### config.mk
export PLATFORM = sky130hd
export DESIGN_NAME = fetch_stage
export DESIGN_NICKNAME = d
export VERILOG_FILES = /design/src/rtl/core_pkg.sv /design/src/rtl/pc_reg.sv /design/src/rtl/fetch_stage.sv
export SDC_FILE = /design/constraint.sdc
export NUM_CORES = 1
export LEC_CHECK = 0
export CAP_MARGIN = 20
export CORE_ASPECT_RATIO = 0.7
export CORE_MARGIN = 2
export CORE_UTILIZATION = 25
export CTS_CLUSTER_DIAMETER = 60
export CTS_CLUSTER_SIZE = 10
export DETAILED_ROUTE_END_ITERATION = 7
export GPL_ROUTABILITY_DRIVEN = 0
export GPL_TIMING_DRIVEN = 0
export PLACE_DENSITY = 0.59
export SYNTH_ARGS = -nofsm -noshare
export SYNTH_HDL_FRONTEND = slang
export SYNTH_SLANG_ARGS = --single-unit
### constraint.sdc
create_clock -name clk -period 2.6 [get_ports clk]
set_input_delay 0.52 -clock clk [delete_from_list [all_inputs] [get_ports clk]]
set_output_delay 0.52 -clock clk [all_outputs]
set_load 0.005 [all_outputs]
### src/rtl/core_pkg.sv
// core_pkg: shared RV32I core constants and the IF/ID latch record
package core_pkg;
  localparam int XLEN = 32;
  localparam logic [XLEN-1:0] RESET_PC = 32'h0000_3000;
  localparam logic [XLEN-1:0] NOP_INST = 32'h0000_0013;
  typedef struct packed {
    logic [XLEN-1:0] ir;
    logic [XLEN-1:0] pc;
    logic [XLEN-1:0] pc4;
    logic            valid;
  } ifid_t;
endpackage

### src/rtl/pc_reg.sv
// pc_reg: program counter with redirect-over-stall next-PC selection
// ports: clk, rstn (sync, active-low), i_pc_stall, i_redirect_valid,
//        i_redirect_pc (low two bits ignored), o_pc (current PC)
module pc_reg #(
  parameter logic [core_pkg::XLEN-1:0] RESET_PC = core_pkg::RESET_PC
) (
  input  logic                      clk,
  input  logic                      rstn,
  input  logic                      i_pc_stall,
  input  logic                      i_redirect_valid,
  input  logic [core_pkg::XLEN-1:0] i_redirect_pc,
  output logic [core_pkg::XLEN-1:0] o_pc
);
  logic [core_pkg::XLEN-1:0] r_pc;
  always_ff @(posedge clk)
    if (!rstn) r_pc <= RESET_PC;
    else if (i_redirect_valid) r_pc <= {i_redirect_pc[core_pkg::XLEN-1:2], 2'b00};
    else if (!i_pc_stall) r_pc <= r_pc + 32'd4;
  assign o_pc = r_pc;
endmodule

### src/rtl/fetch_stage.sv
// fetch_stage: instruction fetch and IF/ID pipeline register
// ports: clk, rstn (sync, active-low), pc_stall, ifid_stall, ifid_flush,
//        redirect_valid/redirect_pc, imem_addr/imem_rdata (async-read imem),
//        pc_if, ir_id, pc_id, pc4_id, valid_id
// FETCH_PERF_CNT_EN adds perf_fetched and perf_bubbles counters
module fetch_stage #(
  parameter logic [core_pkg::XLEN-1:0] RESET_PC = core_pkg::RESET_PC,
  parameter logic [core_pkg::XLEN-1:0] NOP_INST = core_pkg::NOP_INST
) (
  input  logic                      clk,
  input  logic                      rstn,
  input  logic                      pc_stall,
  input  logic                      ifid_stall,
  input  logic                      ifid_flush,
  input  logic                      redirect_valid,
  input  logic [core_pkg::XLEN-1:0] redirect_pc,
  output logic [core_pkg::XLEN-1:0] imem_addr,
  input  logic [core_pkg::XLEN-1:0] imem_rdata,
  output logic [core_pkg::XLEN-1:0] pc_if,
  output logic [core_pkg::XLEN-1:0] ir_id,
  output logic [core_pkg::XLEN-1:0] pc_id,
  output logic [core_pkg::XLEN-1:0] pc4_id,
  output logic                      valid_id
`ifdef FETCH_PERF_CNT_EN
  ,
  output logic [core_pkg::XLEN-1:0] perf_fetched,
  output logic [core_pkg::XLEN-1:0] perf_bubbles
`endif
);
  import core_pkg::*;
  logic [XLEN-1:0] w_pc;
  logic            w_bubble;
  logic            w_load;
  ifid_t           r_ifid;
  pc_reg #(.RESET_PC(RESET_PC)) u_pc (
    .clk              (clk),
    .rstn             (rstn),
    .i_pc_stall       (pc_stall),
    .i_redirect_valid (redirect_valid),
    .i_redirect_pc    (redirect_pc),
    .o_pc             (w_pc)
  );
  // a redirect squashes the wrong-path word being fetched this cycle
  assign w_bubble = ifid_flush | redirect_valid;
  assign w_load   = !w_bubble && !ifid_stall;
  always_ff @(posedge clk)
    if (!rstn || w_bubble) r_ifid <= '{ir: NOP_INST, pc: '0, pc4: 32'd4, valid: 1'b0};
    else if (!ifid_stall) r_ifid <= '{ir: imem_rdata, pc: w_pc, pc4: w_pc + 32'd4, valid: 1'b1};
  assign imem_addr = w_pc;
  assign pc_if     = w_pc;
  assign ir_id     = r_ifid.ir;
  assign pc_id     = r_ifid.pc;
  assign pc4_id    = r_ifid.pc4;
  assign valid_id  = r_ifid.valid;
`ifdef FETCH_PERF_CNT_EN
  logic [XLEN-1:0] r_fetched;
  logic [XLEN-1:0] r_bubbles;
  always_ff @(posedge clk)
    if (!rstn) begin
      r_fetched <= '0;
      r_bubbles <= '0;
    end else begin
      r_fetched <= r_fetched + {{(XLEN-1){1'b0}}, w_load};
      r_bubbles <= r_bubbles + {{(XLEN-1){1'b0}}, w_bubble};
    end
  assign perf_fetched = r_fetched;
  assign perf_bubbles = r_bubbles;
`endif
endmodule

==> flow_metrics.py <==
metrics = {
    "status": {
        "status": "finished, final reports clean",
    },
    "clock_network": {
        "cts_buffers": 17,
        "post_cts_buffers": 0,
        "cts_tree": "yes",
        "cts_buffer_depth": 2,
        "htreeDepth": 4,
        "cts_root_buf": "clkbuf_16",
        "clkTransAtPathRegs_ns": 0.05,
        "ctsResizeCount": 0,
        "cts_sinks": 123,
        "hold_buffers": 0,
        "clk_latency_ns": 0.42,
    },
    "synth": {
        "synth_common_cells": "dfxtp_1, nor2_1, mux2i_1",
        "synth_top_area_share": 0.425,
        "ys_types": 50,
        "yosysTopAreaCell": "dfxtp_1",
        "ys_warn_count": 0,
        "ys_ff_latch": 123,
        "netlist_area_mm2": 0.00579,
        "seq_area_frac_synth": 0.425,
        "ys.flop_type": "dfxtp_1",
        "syn_area_per_cell_um2": 8.67,
        "synth_cells": 668,
        "synth_edf_count": 0,
        "ys_top_cells_by_area": "dfxtp_1, mux2i_1, buf_4, nor2_1, o21ai_0",
        "yosysMostFrequentCell": "dfxtp_1",
        "async_flop_share": 0,
    },
    "drt": {
        "via_per_inst": 4.78,
        "first_pass_iters": 5,
        "drtIter0Drc": 369,
        "vias": 5893,
        "drtAntennaViolNets": 0,
        "drt-total-wl_um": 22400,
        "route.detailed.drc": 0,
        "post_drt_wl_per_cell_um": 18.1,
    },
    "placed_design": {
        "pre_cts_slack_ns": -0.337,
        "place_inst": 1205,
        "portBuffers": 218,
        "dpl_cell_area_mm2": 0.00839,
        "hpwl_um": 17000,
    },
    "grt": {
        "grt_max_degree": 17,
        "grtUsageTotal": 0.182,
        "grt_pass1_wl_um": 33300,
        "antenna_found_initial": 1,
        "grt_pass1_vias": 5587,
        "grt-ovfl-total": 0,
    },
    "die": {
        "die_w_um": 186,
        "die_area_mm2": 0.0244,
        "die_y_um": 131,
        "rows": 46,
        "initial_utilization": 0.256,
        "core-area_mm2": 0.0227,
        "io_pins": 231,
    },
    "job": {
        "drv_cap": 0,
    },
    "sta": {
        "hold_viol": 0,
        "setup_viol": 0,
        "slew_violations": 0,
        "rsz0062_at_grt": "no",
        "tns_ns": 0,
        "maxSlewHeadroom": 0.260,
        "post-route-period-util": 0.952,
        "min_period_ns": 2.48,
        "fin_ws_ns": 0.124,
        "finClkSkew_ns": 0.00525,
        "fmax_mhz": 404,
        "worst_pin_slew_ns": 1.10,
    },
    "worst_setup_path": {
        "reg2reg_from": "u_pc.o_pc[3]",
        "worstPathRequired_ns": 2.89,
        "cp.arrival_ns": 2.76,
        "crit_type": "in2reg",
        "cp-startpoint": "ifid_stall",
        "startpoint_type": "input pin",
        "critPathMaxFanout": 10,
        "end_kind": "flip-flop",
    },
    "pwr": {
        "powerDensity_mw_per_mm2": 581,
        "irDropWorstVdd_uv": 433,
        "p_leak_uw": 0.00332,
        "finalPower_uw": 5240,
    },
    "final_layout": {
        "fin_cells": 1234,
        "drive_above_1_share": 0.101,
        "antenna_cells": 0,
        "design_area_mm2": 0.00902,
        "nets": 983,
        "syn2layout_area_growth_pct": 55.6,
        "fillCellCount": 2323,
    },
    "hold_path": {
        "worstHoldStart": "pc_id[29]",
        "min_path_type": "reg2reg",
    },
}
==> registers in the layout, summed over array words and instances (netlist names) <==
| signal | count |
|---|---|
| ir_id | 32 |
| pc4_id | 30 |
| pc_id | 30 |
| u_pc.o_pc | 30 |
| valid_id | 1 |
==> cells by family (layout without fill, tap and decap cells) <==
family	Yosys count	in the layout	synth area share
buffers and inverters	103	350	0.0982
other	1	8	0.000647
AND/OR/NAND/NOR	226	226	0.198
multiplexers	57	57	0.0985
XOR/XNOR	24	24	0.0363
AO/OA/AOI/OAI	133	133	0.142
adder cells (fa/ha/maj)	1	1	0.00216
flip-flops	123	123	0.425
==> final timing paths <==
check | endpoint | depth (start not counted) | slack, ns
setup / recovery | ir_id[1] | 5 | 0.12
hold / removal | pc_id[29] | 2 | 0.47
hold reg to reg | pc_id[29] | 2 | 0.47
setup reg to reg | u_pc.o_pc[24] | 6 | 0.21
==> power breakdown <==
| part | internal [uW] | switching (uW) |
|---|---|---|
| Sequential | 1940 | 70.4 |
| Combinational | 396 | 313 |
| Clock | 1660 | 860 |
==> layout make-up <==
cell class	count	area, um2	area share
tap	312	390	0.0433
clock buffer	21	470	0.0522
multi-input combinational	449	2800	0.310
buffer	98	551	0.0611
timing repair buffer	218	2180	0.242
sequential	123	2460	0.273
clock inverter	8	143	0.0158
inverter	5	18.8	0.00208
==> routing by layer <==
metal	global-route usage	wire length (um)
met1	0.247	10200
met2	0.262	9250
met3	0.0759	2640
met4	0.0529	276
met5	0	13
==> stage by stage <==
step,util,hold slack (ns)
2_1_floorplan,-,0.451
3_3_place_gp,0.370,0.435
3_5_place_dp,0.370,0.451
4_1_cts,0.397,0.464
5_1_grt,0.398,0.484
6_report,0.398,0.466
==> worst max-delay path: stages <==
cell and delay (ns):
clkdlybuf4s50_1 0.63, clkbuf_1 0.60, clkbuf_1 0.65, mux2i_1 0.28
nand2_1 0.07
==> placed cells by master (no fill, tap or decap), drive strengths merged, types with 5 or more instances in the layout <==
cell type	netlist	routed
clkdlybuf4s50	0	218
conb	1	8
clkbuf	39	60
nand4	11	11
or3	8	8
nor2	73	73
a211oi	8	8
and3	5	5
nand3	11	11
nor3	20	20
and4	7	7
xnor2	18	18
o21ai	52	52
a21oi	30	30
nand2	46	46
nor4	21	21
a311oi	9	9
mux2i	57	57
buf	59	59
clkinv	2	5
xor2	6	6
dfxtp	123	123
a31oi	11	11
Power figures use the tool's default switching activity.
